==> config.mk <==
export PLATFORM = sky130hd
export DESIGN_NAME = sym_unpacker_flat
export DESIGN_NICKNAME = d
export VERILOG_FILES = /design/src/rtl/sym_unpacker_if.sv /design/src/rtl/sym_unpacker.sv /design/src/flat_wrapper.sv
export SDC_FILE = /design/constraint.sdc
export NUM_CORES = 1
export LEC_CHECK = 0
export BUFFER_PORTS_ARGS = -buffer_cell sky130_fd_sc_hd__buf_2
export CAP_MARGIN = 25
export CORE_MARGIN = 1
export CORE_UTILIZATION = 52
export CTS_CLUSTER_DIAMETER = 120
export CTS_CLUSTER_SIZE = 12
export DETAILED_ROUTE_END_ITERATION = 12
export PLACE_DENSITY_LB_ADDON = 0.05
export SETUP_SLACK_MARGIN = 0.02
export SYNTH_ARGS = -nofsm -noshare
export SYNTH_HDL_FRONTEND = slang
export SYNTH_SLANG_ARGS = --single-unit
==> constraint.sdc <==
create_clock -name clk -period 3.7 [get_ports clk]
set_input_delay 0.185 -clock clk [delete_from_list [all_inputs] [get_ports clk]]
set_output_delay 0.185 -clock clk [all_outputs]
set_load 0.02 [all_outputs]
==> src/rtl/sym_unpacker_if.sv <==
// Word-in / symbol-out handshake bundle for the 3-bit symbol unpacker.
// slave: the unpacker itself; master: whatever feeds words and drains symbols.
interface sym_unpacker_if #(
   parameter int WORD_W = 32,
   parameter int SYM_W  = 3,
   parameter int IDX_W  = 4
);
   logic              in_valid;
   logic              in_ready;
   logic [WORD_W-1:0] in_data;
   logic              out_valid;
   logic              out_ready;
   logic [SYM_W-1:0]  out_sym;
   logic [IDX_W-1:0]  out_idx;
   logic              out_last;
   logic              chk_valid;
   logic [WORD_W-1:0] chk;

   modport slave (
      input  in_valid, in_data, out_ready,
      output in_ready, out_valid, out_sym, out_idx, out_last, chk_valid, chk
   );

   modport master (
      output in_valid, in_data, out_ready,
      input  in_ready, out_valid, out_sym, out_idx, out_last, chk_valid, chk
   );
endinterface

==> src/rtl/sym_unpacker.sv <==
// Unpacks 32-bit words into eleven 3-bit symbols, LSB first; first symbol one cycle after accept.
// Symbols hold under out_ready stall; in_ready rises only on the final symbol handshake (no bubble).
module sym_unpacker (
   input logic           clk,
   input logic           rst_n,
   sym_unpacker_if.slave bus
);
   localparam int        WORD_W   = 32;
   localparam int        SYM_W    = 3;
   localparam int        NSYM     = (WORD_W + SYM_W - 1) / SYM_W;
   localparam logic [3:0] LAST_IDX = 4'(NSYM - 1);

   localparam logic [0:0] S_IDLE  = 1'b0;
   localparam logic [0:0] S_SHIFT = 1'b1;

   logic [0:0]        r_state;
   logic [WORD_W-1:0] r_shreg;
   logic [3:0]        r_idx;
   logic [WORD_W-1:0] r_acc;
   logic [WORD_W-1:0] r_chk;
   logic              r_chk_vld;

   logic              w_shift;
   logic              w_last;
   logic              w_sym_hs;
   logic              w_in_rdy;
   logic              w_in_hs;
   logic [3:0]        w_weight;
   logic [6:0]        w_prod;
   logic [WORD_W-1:0] w_acc_nxt;

   assign w_shift   = (r_state == S_SHIFT);
   assign w_last    = w_shift && (r_idx == LAST_IDX);
   assign w_sym_hs  = w_shift && bus.out_ready;
   // Combinational path from out_ready lets the next word load on the final symbol cycle.
   assign w_in_rdy  = !w_shift || (w_last && bus.out_ready);
   assign w_in_hs   = bus.in_valid && w_in_rdy;
   assign w_weight  = r_idx + 4'd1;
   assign w_prod    = 7'(r_shreg[SYM_W-1:0]) * 7'(w_weight);
   assign w_acc_nxt = r_acc + WORD_W'(w_prod);

   assign bus.in_ready  = w_in_rdy;
   assign bus.out_valid = w_shift;
   assign bus.out_sym   = w_shift ? r_shreg[SYM_W-1:0] : '0;
   assign bus.out_idx   = w_shift ? r_idx : 4'd0;
   assign bus.out_last  = w_last;
   assign bus.chk_valid = r_chk_vld;
   assign bus.chk       = r_chk;

   always_ff @(posedge clk) begin
      if (!rst_n) begin
         r_state   <= S_IDLE;
         r_shreg   <= '0;
         r_idx     <= 4'd0;
         r_acc     <= '0;
         r_chk     <= '0;
         r_chk_vld <= 1'b0;
      end else begin
         r_chk_vld <= 1'b0;
         if (w_in_hs) begin
            r_state <= S_SHIFT;
            r_shreg <= bus.in_data;
            r_idx   <= 4'd0;
            r_acc   <= '0;
         end else if (w_sym_hs) begin
            r_shreg <= r_shreg >> SYM_W;
            r_idx   <= w_last ? 4'd0 : r_idx + 4'd1;
            r_acc   <= w_acc_nxt;
            if (w_last) begin
               r_state <= S_IDLE;
            end
         end
         // The finishing word's checksum is captured even when a new word loads alongside.
         if (w_sym_hs && w_last) begin
            r_chk     <= w_acc_nxt;
            r_chk_vld <= 1'b1;
         end
      end
   end
endmodule

==> src/flat_wrapper.sv <==
// flat-port wrapper written by rule: the top's interface ports become plain ports
module sym_unpacker_flat 
  (clk, rst_n, bus_in_valid, bus_in_data, bus_out_ready, bus_in_ready, bus_out_valid, bus_out_sym, bus_out_idx, bus_out_last, bus_chk_valid, bus_chk);
  sym_unpacker_if bus_i ();
  input logic clk;
  input logic rst_n;
  input wire logic [$bits(bus_i.in_valid)-1:0] bus_in_valid;
  input wire logic [$bits(bus_i.in_data)-1:0] bus_in_data;
  input wire logic [$bits(bus_i.out_ready)-1:0] bus_out_ready;
  output wire logic [$bits(bus_i.in_ready)-1:0] bus_in_ready;
  output wire logic [$bits(bus_i.out_valid)-1:0] bus_out_valid;
  output wire logic [$bits(bus_i.out_sym)-1:0] bus_out_sym;
  output wire logic [$bits(bus_i.out_idx)-1:0] bus_out_idx;
  output wire logic [$bits(bus_i.out_last)-1:0] bus_out_last;
  output wire logic [$bits(bus_i.chk_valid)-1:0] bus_chk_valid;
  output wire logic [$bits(bus_i.chk)-1:0] bus_chk;
  assign bus_i.in_valid = bus_in_valid;
  assign bus_i.in_data = bus_in_data;
  assign bus_i.out_ready = bus_out_ready;
  assign bus_in_ready = bus_i.in_ready;
  assign bus_out_valid = bus_i.out_valid;
  assign bus_out_sym = bus_i.out_sym;
  assign bus_out_idx = bus_i.out_idx;
  assign bus_out_last = bus_i.out_last;
  assign bus_chk_valid = bus_i.chk_valid;
  assign bus_chk = bus_i.chk;
  sym_unpacker u_core (.clk(clk), .rst_n(rst_n), .bus(bus_i));
endmodule
# Word-level counts from Yosys, hierarchy flattened
# Index checks and enable logic that the tools add are counted.
# op_classes
addsub,2
n_mul,1
n_eq_ne,1
muxes,9
bitwise_logic,1
n_reduce_logical,11
# op_table
op,n
$mux W32,2
$add A32 B7 Y32,1
$mux W4,2
$mul A3 B4 Y7,1
$logic_and A1 B1 Y1,5
$add A4 B1 Y4 const B,1
$eq A4 B4 Y1 const B,1
$mux W1,4
$reduce_bool A2 Y1,2
$mux W3,1
$reduce_and A2 Y1,1
$reduce_or A2 Y1,1
$logic_not A1 Y1,1
$logic_or A1 B1 Y1,1
$not A1 Y1,1
# word_totals
ff_bits,102
in_bits,36
out_inout_bits,43
wordCells,31

# Depth between registers and ports, before layout
# Gate-level depths: netlist of the first run.
# depth
ltp_word,7
ltp_mapped,16
ltp_nobuf,13

# Worst setup path after synthesis of the first run
# OpenSTA, ideal clock, no wires.
# synth_path
path_kind,register -> register
startpoint,register u_core.r_idx[0]
endpoint,register u_core.r_acc[23]
arrival_ps,3608
slack_ps,-40
stages_incl_launch_ff,15
period_less_slack_ps,3740
path_cell_list,dfxtp_1 -> inv_1 -> ha_1 -> nand2b_1 -> fa_1 -> fa_1 -> inv_1 -> fa_1 -> a21o_1 -> a221o_1 -> buf_2 -> nand4_1 -> clkbuf_1 -> or3_1 -> a21oi_1
# synth_via
elab_chain_len,6
word_cells_on_any_way,9
classes_between,2 x add/sub; 1 x mul; 1 x eq/ne; 5 x reduce/logical
# synth_lines
item,line,text
start: declaration,sym_unpacker.sv:18,logic [3:0] r_idx;
start signal: assignment,sym_unpacker.sv:67,r_idx <= w_last ? 4'd0 : r_idx + 4'd1;
branches (longest 6 deep; another with $add A32 B7 Y32),--,
end signal: assignment,sym_unpacker.sv:68,r_acc <= w_acc_nxt;
end: declaration,sym_unpacker.sv:19,logic [WORD_W-1:0] r_acc;
# Parallel ways; which one is timed is not known.
# A chain may end at the register's enable or synchronous reset.

# Final worst setup path of the first run
# layout_path
startpoint,register u_core.r_idx[1]
endpoint,"register u_core.r_chk[17], in the netlist u_core.bus.chk[17]"
# layout_via
elab_chain_len,3
word_cells_on_any_way,6
classes_between,2 x add/sub; 1 x mul; 1 x eq/ne; 2 x reduce/logical
# layout_lines
item,line,text
$add A4 B1 Y4 / $eq A4 B4 Y1 (equally long branches),"sym_unpacker.sv:38, sym_unpacker.sv:33",
$mul A3 B4 Y7 / $logic_and A1 B1 Y1 (equally long branches),"sym_unpacker.sv:39, sym_unpacker.sv:33",
$add A32 B7 Y32 / $logic_and A1 B1 Y1 (equally long branches),"sym_unpacker.sv:40, sym_unpacker.sv:74",
end signal: assignment,sym_unpacker.sv:75,r_chk <= w_acc_nxt;
end: declaration,sym_unpacker.sv:20,logic [WORD_W-1:0] r_chk;
# Parallel ways exist; a longest one is shown, timed or not.

==> results of run 1 <==
==> cell usage after synthesis, types with 2 or more instances <==
master       n  area share
dfxtp_1    102        0.39
nand2_1     84       0.060
a21oi_1     44       0.042
o21ai_0     43       0.041
clkbuf_1    30       0.022
o211a_1     30       0.057
mux2i_1     29       0.055
inv_1       22       0.016
nor2_1      22       0.016
or3_1       19       0.023
xor2_1      17       0.028
and2_1      15       0.018
nand3_1     15       0.014
xnor2_1     15       0.025
nor3_1      13       0.012
ha_1        12       0.029
buf_2       10      0.0096
a21boi_0     7       0.010
fa_1         7       0.027
nor2b_1      7      0.0084
a31oi_1      6      0.0072
nand4_1      6      0.0072
o2111ai_1    5      0.0084
a22oi_1      4      0.0057
and3_1       4      0.0048
o211ai_1     4      0.0057
o21a_1       4      0.0057
a21o_1       3      0.0043
o31ai_1      3      0.0043
or4_1        3      0.0043
a211oi_1     2      0.0029
clkbuf_2     2      0.0019
nand2b_1     2      0.0024
o21ai_1      2      0.0019
o22ai_1      2      0.0024
==> worst max-delay path: stages (launching register included) <==
cell and delay (ns):
dfxtp_4 0.38, buf_4 0.14, ha_4 0.21, nand2b_1 0.15, fa_1 0.45, fa_1 0.51, inv_2 0.05, fa_2 0.36
a21o_1 0.18, a221o_2 0.43, buf_4 0.16, nand4_1 0.10, xor2_1 0.17, a21oi_1 0.09
==> layout make-up <==
class / count / area [µm²]
Sequential cell: 102 / 2050
Fill cell: 878 / 3580
Timing Repair Buffer: 109 / 629
Clock inverter: 7 / 88.8
Multi-Input combinational cell: 440 / 3050
Tap cell: 133 / 166
Clock buffer: 9 / 124
Inverter: 22 / 82.6
==> per-stage QoR <==
| step | std cells | cell area (µm²) |
|---|---|---|
| floorplan | 606 | 5240 |
| global placement | 798 | 5810 |
| detailed placement | 798 | 5810 |
| CTS | 815 | 6060 |
| global route | 822 | 6200 |
| finish | 822 | 6200 |
==> final timing paths <==
check	startpoint	endpoint	slack, ns
max reg2reg	u_core.r_idx[1]$_SDFFE_PP0P_	u_core.bus.chk[17]$_SDFFE_PN0P_	0.16
max	u_core.r_idx[1]$_SDFFE_PP0P_	u_core.bus.chk[17]$_SDFFE_PN0P_	0.16
min	bus_in_data[29]	u_core.r_shreg[29]$_SDFFE_PN0P_	0.09
min reg2reg	u_core.bus.chk[6]$_SDFFE_PN0P_	u_core.bus.chk[6]$_SDFFE_PN0P_	0.47
==> state kept, by name (all words and copies together) (netlist names) <==
name	count
u_core.bus.chk	32
u_core.bus.out_valid	1
u_core.bus.chk_valid	1
u_core.r_idx	4
u_core.r_shreg	32
u_core.r_acc	32
==> layer usage <==
metal | wire length [µm] | global-route usage
met5 | 0 | 0
met4 | 97 | 0.0637
met3 | 521 | 0.0472
met2 | 5800 | 0.394
met1 | 5770 | 0.318
==> where the power goes <==
part           leakage [nW]  internal (mW)  switching [mW]
Sequential            0.831           1.13          0.0253
Clock                 0.113          0.378           0.390
Combinational          1.82         0.0899           0.110
==> layout by cell type (no fill, tap or decap), types with 18 or more instances in the layout <==
cell	n
o211a_1	30
buf_4	26
buf_2	80
mux2i_1	29
nand2_1	84
nor2_1	22
dfxtp_1	99
or3_1	18
o21ai_0	43
a21oi_1	41
inv_1	20
==> cell families (layout without fill, tap and decap cells) <==
| kind of cell | Yosys count | in the layout | share of synthesized area |
|---|---|---|---|
| compound gates | 163 | 163 | 0.209 |
| fa+ha+maj | 19 | 19 | 0.0555 |
| flops | 102 | 102 | 0.390 |
| xor+xnor | 32 | 32 | 0.0536 |
| buf+inv | 64 | 147 | 0.0488 |
| mux | 29 | 29 | 0.0555 |
| simple gates | 197 | 197 | 0.187 |
==> timing repair <==
| action | CTS | global route |
|---|---|---|
| gates cloned | 1 | 1 |
| setup buffers | 0 | 6 |
| resized for setup | 5 | 22 |
| setup endpoints to repair | 13 | 38 |
| pin swaps | 0 | 11 |
==> impl_metrics.tcl, run 1 <==
set metrics [dict create \
    max-slew-margin-rel 0.378 \
    cp.arrival_ns 3.76 \
    ir_worst_vdd_mv 0.190 \
    crit_type "reg2reg" \
    power.total_mw 2.12 \
    drt.antenna.violating_nets 0 \
    skew_ns 0.00977 \
    die-area_um2 10500 \
    syn_area_per_cell_um2 8.63 \
    grt_max_degree 57 \
    synth_fp_nets 661 \
    grt_overflow_total 0 \
    num_io_pins 79 \
    fin_ws_ns 0.164 \
    post_drt_wl_per_cell_um 14.8 \
    synth_warnings 0 \
    start_kind "flip-flop" \
    cts_tree "done" \
    ctsHoldBuffers 0 \
    ys_seq_elements 102 \
    ff2ff_path_depth 13 \
    maxSlewViolCount 0 \
    fmax_mhz 283 \
    yosysSeqAreaShare 0.390 \
    clock_path_buffers 2 \
    postLayoutCoreUtil 0.634 \
    cts_max_level 3 \
    vias 4537 \
    wirelength_um 12200 \
    ys_async_sr_fraction 0 \
    finalCriticalPeriod_ns 3.54 \
    grt_pass1_wl_um 19600 \
    insertion_delay_ns 0.37 \
    synthFlopType "dfxtp_1" \
    hold_depth 3 \
    hp-class "in2reg" \
    root_buffer "clkbuf_8" \
    setup_tns_ns 0 \
    num_antenna_cells 0 \
    fin_worst_hold_slack_ns 0.0942 \
    clkTransAtPathRegs_ns 0.10 \
    antenna_found_initial 0 \
    viasPerCell 5.52 \
    drive_gt1_frac 0.219 \
    status "finished clean" \
    die-height_um 102 \
    design.core.area_um2 9770 \
    place.gp.congestion 0.839 \
    post-route-period-util 0.956 \
    num_rows 36 \
    dp_hpwl_um 8250 \
    ys_types 46 \
    syn_area_um2 5230 \
    port_buffers 78 \
    power_leakage_nw 2.76 \
    cp-end-kind "flip-flop" \
    hold_viol 0 \
    start_util 0.535 \
    cap_violations 0 \
    drt_pass1_iterations 5 \
    powerDensity_nw_per_um2 343 \
    cp_max_fo 6 \
    crit_required_ns 3.92 \
    drt_iter0_markers 177 \
    grt_pass1_vias 4122 \
    rsz0062_at_grt "false" \
    synth_enable_flop_cells 0 \
    worstMarginPinSlew_ns 0.929 \
    drcViolationCount 0 \
    dpl_worst_slack_ns -0.0355 \
    finalSetupViolCount 0 \
    chipWidth_um 102 \
    cts_buffers 9 \
    grt_use_total 0.239 \
    nets 739 \
    synthCells 606 \
    area_growth_pct 18.4 \
    cts.sinks 102 \
]
Power figures use the tool's default switching activity.
==> inputs of run 2 (changes only) <==
- CORE_UTILIZATION: 52 -> 45
- SLEW_MARGIN: not set -> 20
==> run 2 against run 1 <==
Net effect: via count shrank 0.93%; design area rose by 3.0%; non-clock buffer count rose by 2; critical path depth up 2; largest power group unchanged; cell count rose by 1.5%; hold slack gained 0.023 ns; sequential share of layout area shrank 0.97 points; largest cell class unchanged; routed wire length grew 3.4%; clock-buffer cell count grew 4; first-iteration DRC count is the same.
==> impl_metrics.tcl, run 2 (synthesized netlist as in run 1, its figures left out) <==
set metrics [dict create \
    drive_gt1_frac 0.224 \
    power_leakage_nw 2.84 \
    drt_pass1_iterations 5 \
    num_antenna_cells 0 \
    post-route-period-util 0.965 \
    vias 4495 \
    hp-class "in2reg" \
    die-area_um2 12100 \
    final_common_cell "dfxtp_1" \
    powerDensity_nw_per_um2 381 \
    start_kind "flip-flop" \
    cp.arrival_ns 3.85 \
    skew_ns 0.00798 \
    root_buffer "clkbuf_16" \
    dpl_worst_slack_ns -0.0237 \
    nFillCells 1032 \
    cts_max_level 3 \
    postLayoutCoreUtil 0.561 \
    cap_violations 0 \
    worstPathBufferInverterCount 5 \
    critPathTopFamily "adder cells" \
    drcViolationCount 0 \
    clkTransAtPathRegs_ns 0.07 \
    start_util 0.460 \
    die-height_um 110 \
    finalCriticalPeriod_ns 3.57 \
    grt_pass1_vias 3990 \
    fmax_mhz 280 \
    path_cells "inv_2 > ha_4 > buf_4 > nor2b_2 > fa_1 > inv_1 > fa_1 > inv_2 > ha_4 > a21o_1 > a221o_1 > nand4_1 > buf_6 > or3_1 > a21oi_1" \
    finalSetupViolCount 0 \
    nets 741 \
    status "finished clean" \
    post_drt_wl_per_cell_um 15.1 \
    area_growth_pct 22.0 \
    most-common-layout-cells "99 x dfxtp_1, 84 x nand2_1, 78 x buf_2, 43 x o21ai_0, 38 x a21oi_1" \
    clock_path_buffers 2 \
    slowest_stage "fa_1" \
    insertion_delay_ns 0.35 \
    dp_hpwl_um 8390 \
    rrSetupSlack_ns 0.13 \
    crit_required_ns 3.99 \
    grt_pass1_wl_um 19700 \
    cts_buffers 9 \
    ctsHoldBuffers 0 \
    grt_use_total 0.212 \
    grt_max_degree 47 \
    place.gp.congestion 0.817 \
    port_buffers 78 \
    drt.antenna.violating_nets 0 \
    design.core.area_um2 11400 \
    fin_worst_hold_slack_ns 0.117 \
    maxSlewViolCount 0 \
    max-slew-margin-rel 0.518 \
    num_io_pins 79 \
    num_rows 39 \
    slowest_delay_ns 0.54 \
    cp_max_fo 6 \
    drt_iter0_markers 177 \
    wirelength_um 12600 \
    cts.sinks 102 \
    chipWidth_um 110 \
    cts_tree "done" \
    ir_worst_vdd_mv 0.236 \
    cp-end-kind "flip-flop" \
    antenna_found_initial 0 \
    grt_overflow_total 0 \
    worstMarginPinSlew_ns 0.724 \
    viasPerCell 5.39 \
    fin_ws_ns 0.131 \
    hold_viol 0 \
    crit_type "reg2reg" \
]
run 2: tightest hold or removal path: cells and delay by family:
kind / cells / cell delay (ns)
and+or+nand+nor: 1 / 0.10
buffers and inverters: 1 / 0.08
AOI/OAI and AO/OA: 1 / 0.07
run 2: repair_timing:
item	in CTS	in global routing
cloned	0	1
setup buffers	1	3
endpoints found under the setup margin	7	49
resized for setup	2	29
pin swaps	0	12
run 2: cell type report:
type / count / area, µm² / share of cell area
multi-input combinational: 440 / 3060 / 0.480
sequential: 102 / 2050 / 0.321
timing repair buffer: 111 / 673 / 0.105
clock buffer: 13 / 270 / 0.0423
tap: 143 / 179 / 0.0280
inverter: 22 / 82.6 / 0.0129
clock inverter: 3 / 65.1 / 0.0102
run 2: path summary, 6_finish.rpt:
path | start | to | depth (start not counted)
hold / removal | bus_in_data[29] | u_core.r_shreg[29]$_SDFFE_PN0P_ | 3
setup / recovery | u_core.r_idx[0]$_SDFFE_PP0P_ | u_core.r_acc[31]$_SDFFE_PP0P_ | 15
setup reg to reg | u_core.r_idx[0]$_SDFFE_PP0P_ | u_core.r_acc[31]$_SDFFE_PP0P_ | 15
hold reg to reg | u_core.bus.chk[0]$_SDFFE_PN0P_ | u_core.bus.chk[0]$_SDFFE_PN0P_ | 2
run 2: stage by stage:
step                      instance area (µm²)  instances  power (mW)  TNS, ns
final                                    6380        834        2.43        0
after global routing                     6380        834        2.52  -0.0346
after CTS                                6210        829        2.45        0
after detailed placement                 5850        812        1.38  -0.0237
after global placement                   5850        812        1.37        0
after floorplan                          5240        606        1.32        0
run 2: per-layer routing:
| layer | GRT usage | share of wire | routed length [µm] | up-vias |
|---|---|---|---|---|
| met3 | 0.0302 | 0.028 | 355 | 11 |
| met5 | 0 | 0 | 0 | - |
| met1 | 0.294 | 0.50 | 6240 | 2133 |
| li1 | - | - | - | 2288 |
| met2 | 0.328 | 0.46 | 5800 | 63 |
| met4 | 0.0895 | 0.015 | 195 | 0 |
run 2: power by group:
group          leakage, nW  internal [mW]  switching, mW  total (mW)
clock network        0.166          0.648          0.415        1.06
logic                 1.84         0.0980          0.113       0.211
registers            0.831           1.13         0.0244        1.16
==> inputs of run 3 (changes only) <==
- CORE_ASPECT_RATIO: not set -> 1.1
- RECOVER_POWER: not set -> 50
==> run 3 against run 2 <==
Net effect: first-iteration DRC count rose by 12%; critical path depth fell by 1; global-route usage fell by 0.48 points; non-clock buffer count fell by 8; critical path type unchanged; clock skew fell by 0.0014 ns; combinational power fell by 5%; die area barely moved.
==> impl_metrics.tcl, run 3 (synthesized netlist as in run 1, its figures left out) <==
set metrics [dict create \
    status "finished clean" \
    worstMarginPinSlew_ns 0.796 \
    powerDensity_nw_per_um2 370 \
    rsz0062_at_grt "true" \
    num_antenna_cells 0 \
    finalCriticalPeriod_ns 3.58 \
    root_buffer "clkbuf_16" \
    start_kind "flip-flop" \
    area_growth_pct 19.1 \
    postLayoutCoreUtil 0.561 \
    dp_cells 810 \
    hold_viol 0 \
    dpl_worst_slack_ns -0.0458 \
    skew_ns 0.00658 \
    fin_worst_hold_slack_ns 0.148 \
    cts_buffers 9 \
    clkTransAtPathRegs_ns 0.07 \
    die-height_um 115 \
    crit_required_ns 3.91 \
    drt_pass1_iterations 4 \
    die-area_um2 12100 \
    drive_gt1_frac 0.152 \
    cts_tree "done" \
    nFillCells 1098 \
    hp-class "in2reg" \
    cp_max_fo 6 \
    clock_path_buffers 2 \
    crit_type "reg2reg" \
    viasPerCell 5.39 \
    fin_ws_ns 0.120 \
    grt_use_total 0.207 \
    antenna_found_initial 0 \
    fmax_mhz 279 \
    drt.antenna.violating_nets 0 \
    chipWidth_um 105 \
    setup_tns_ns 0 \
    power_leakage_nw 2.61 \
    final_common_cell "dfxtp_1" \
    dp_hpwl_um 8350 \
    grt_pass1_vias 4250 \
    wirelength_um 12000 \
    post_dp_cell_area_um2 5810 \
    grt_max_degree 57 \
    drt_iter0_markers 198 \
    most-common-layout-cells "99 x dfxtp_1, 84 x nand2_1, 43 x o21ai_0, 43 x clkbuf_1, 40 x a21oi_1" \
    vias 4476 \
    place.gp.congestion 0.785 \
    cap_violations 0 \
    ir_worst_vdd_mv 0.174 \
    design.core.area_um2 11100 \
    port_buffers 78 \
    grt_overflow_total 0 \
    post-route-period-util 0.968 \
    cp-end-kind "flip-flop" \
    post_drt_wl_per_cell_um 14.5 \
    start_util 0.471 \
    final_area_um2 6230 \
    finalSetupViolCount 0 \
    grt_pass1_wl_um 20100 \
    drcViolationCount 0 \
    cts.sinks 102 \
    insertion_delay_ns 0.34 \
    max-slew-margin-rel 0.467 \
    final_cells 830 \
    maxSlewViolCount 0 \
    nets 733 \
    num_io_pins 79 \
    power.total_mw 2.31 \
    cts_max_level 3 \
    num_rows 40 \
    cp.arrival_ns 3.79 \
]
==> run 3: cell count changes in the layout (fill, tap and decap cells not counted), sizes merged <==
| cell | previous run | this run |
|---|---|---|
| buf | 111 | 63 |
| clkbuf | 13 | 53 |
| bufinv | 2 | 1 |
| clkinv | 1 | 2 |
==> run 3: report_power, final <==
part	internal (mW)	leakage, nW	switching (mW)	total, mW
registers	1.13	0.831	0.0245	1.16
logic	0.0895	1.63	0.112	0.201
clock network	0.544	0.144	0.405	0.950
total	1.77	2.61	0.542	2.31
==> run 3: metal layers <==
| layer | vias to the layer above | part of all wire | routed length, µm | GRT usage |
|---|---|---|---|---|
| met4 | 0 | 0.022 | 260 | 0.0854 |
| met3 | 18 | 0.030 | 360 | 0.0323 |
| met5 | - | 0 | 0 | 0 |
| li1 | 2279 | - | - | - |
| met2 | 82 | 0.47 | 5710 | 0.346 |
| met1 | 2097 | 0.47 | 5710 | 0.270 |
==> run 3: worst paths after layout <==
| check | from | endpoint | slack [ns] | cells after the start |
|---|---|---|---|---|
| max | u_core.r_idx[1]$_SDFFE_PP0P_ | u_core.bus.chk[20]$_SDFFE_PN0P_ | 0.12 | 14 |
| min | bus_in_data[31] | u_core.r_shreg[31]$_SDFFE_PN0P_ | 0.15 | 3 |
| max reg2reg | u_core.r_idx[1]$_SDFFE_PP0P_ | u_core.bus.chk[20]$_SDFFE_PN0P_ | 0.12 | 14 |
| min reg2reg | u_core.r_acc[5]$_SDFFE_PP0P_ | u_core.r_acc[5]$_SDFFE_PP0P_ | 0.46 | 2 |
==> run 3: repair_timing <==
item / in CTS / in global routing
pin swaps: 1 / 11
gates resized for setup: 5 / 24
hold buffers: 0 / 0
setup endpoints to repair: 20 / 45
buffers inserted: 1 / 3
==> run 3: final cells by class <==
| cell class | instances | area [µm²] | share of cell area |
|---|---|---|---|
| well taps | 147 | 184 | 0.0295 |
| multi-input cells | 440 | 3080 | 0.494 |
| inverters | 22 | 82.6 | 0.0133 |
| clock buffers | 13 | 250 | 0.0402 |
| clock inverters | 3 | 43.8 | 0.00703 |
| flip-flops and latches | 102 | 2050 | 0.329 |
| repair buffers | 103 | 539 | 0.0865 |
==> run 3: worst max-delay path, cell delays in order (launching register included) <==
cell and delay, ns:
dfxtp_4 0.37, ha_4 0.18, xor2_4 0.18, nand2_1 0.11
fa_1 0.51, fa_1 0.53, inv_1 0.08, ha_1 0.33
a211oi_1 0.25, o21bai_1 0.10, buf_4 0.18, buf_4 0.16
o211ai_1 0.19, xor2_1 0.19, a21oi_1 0.09
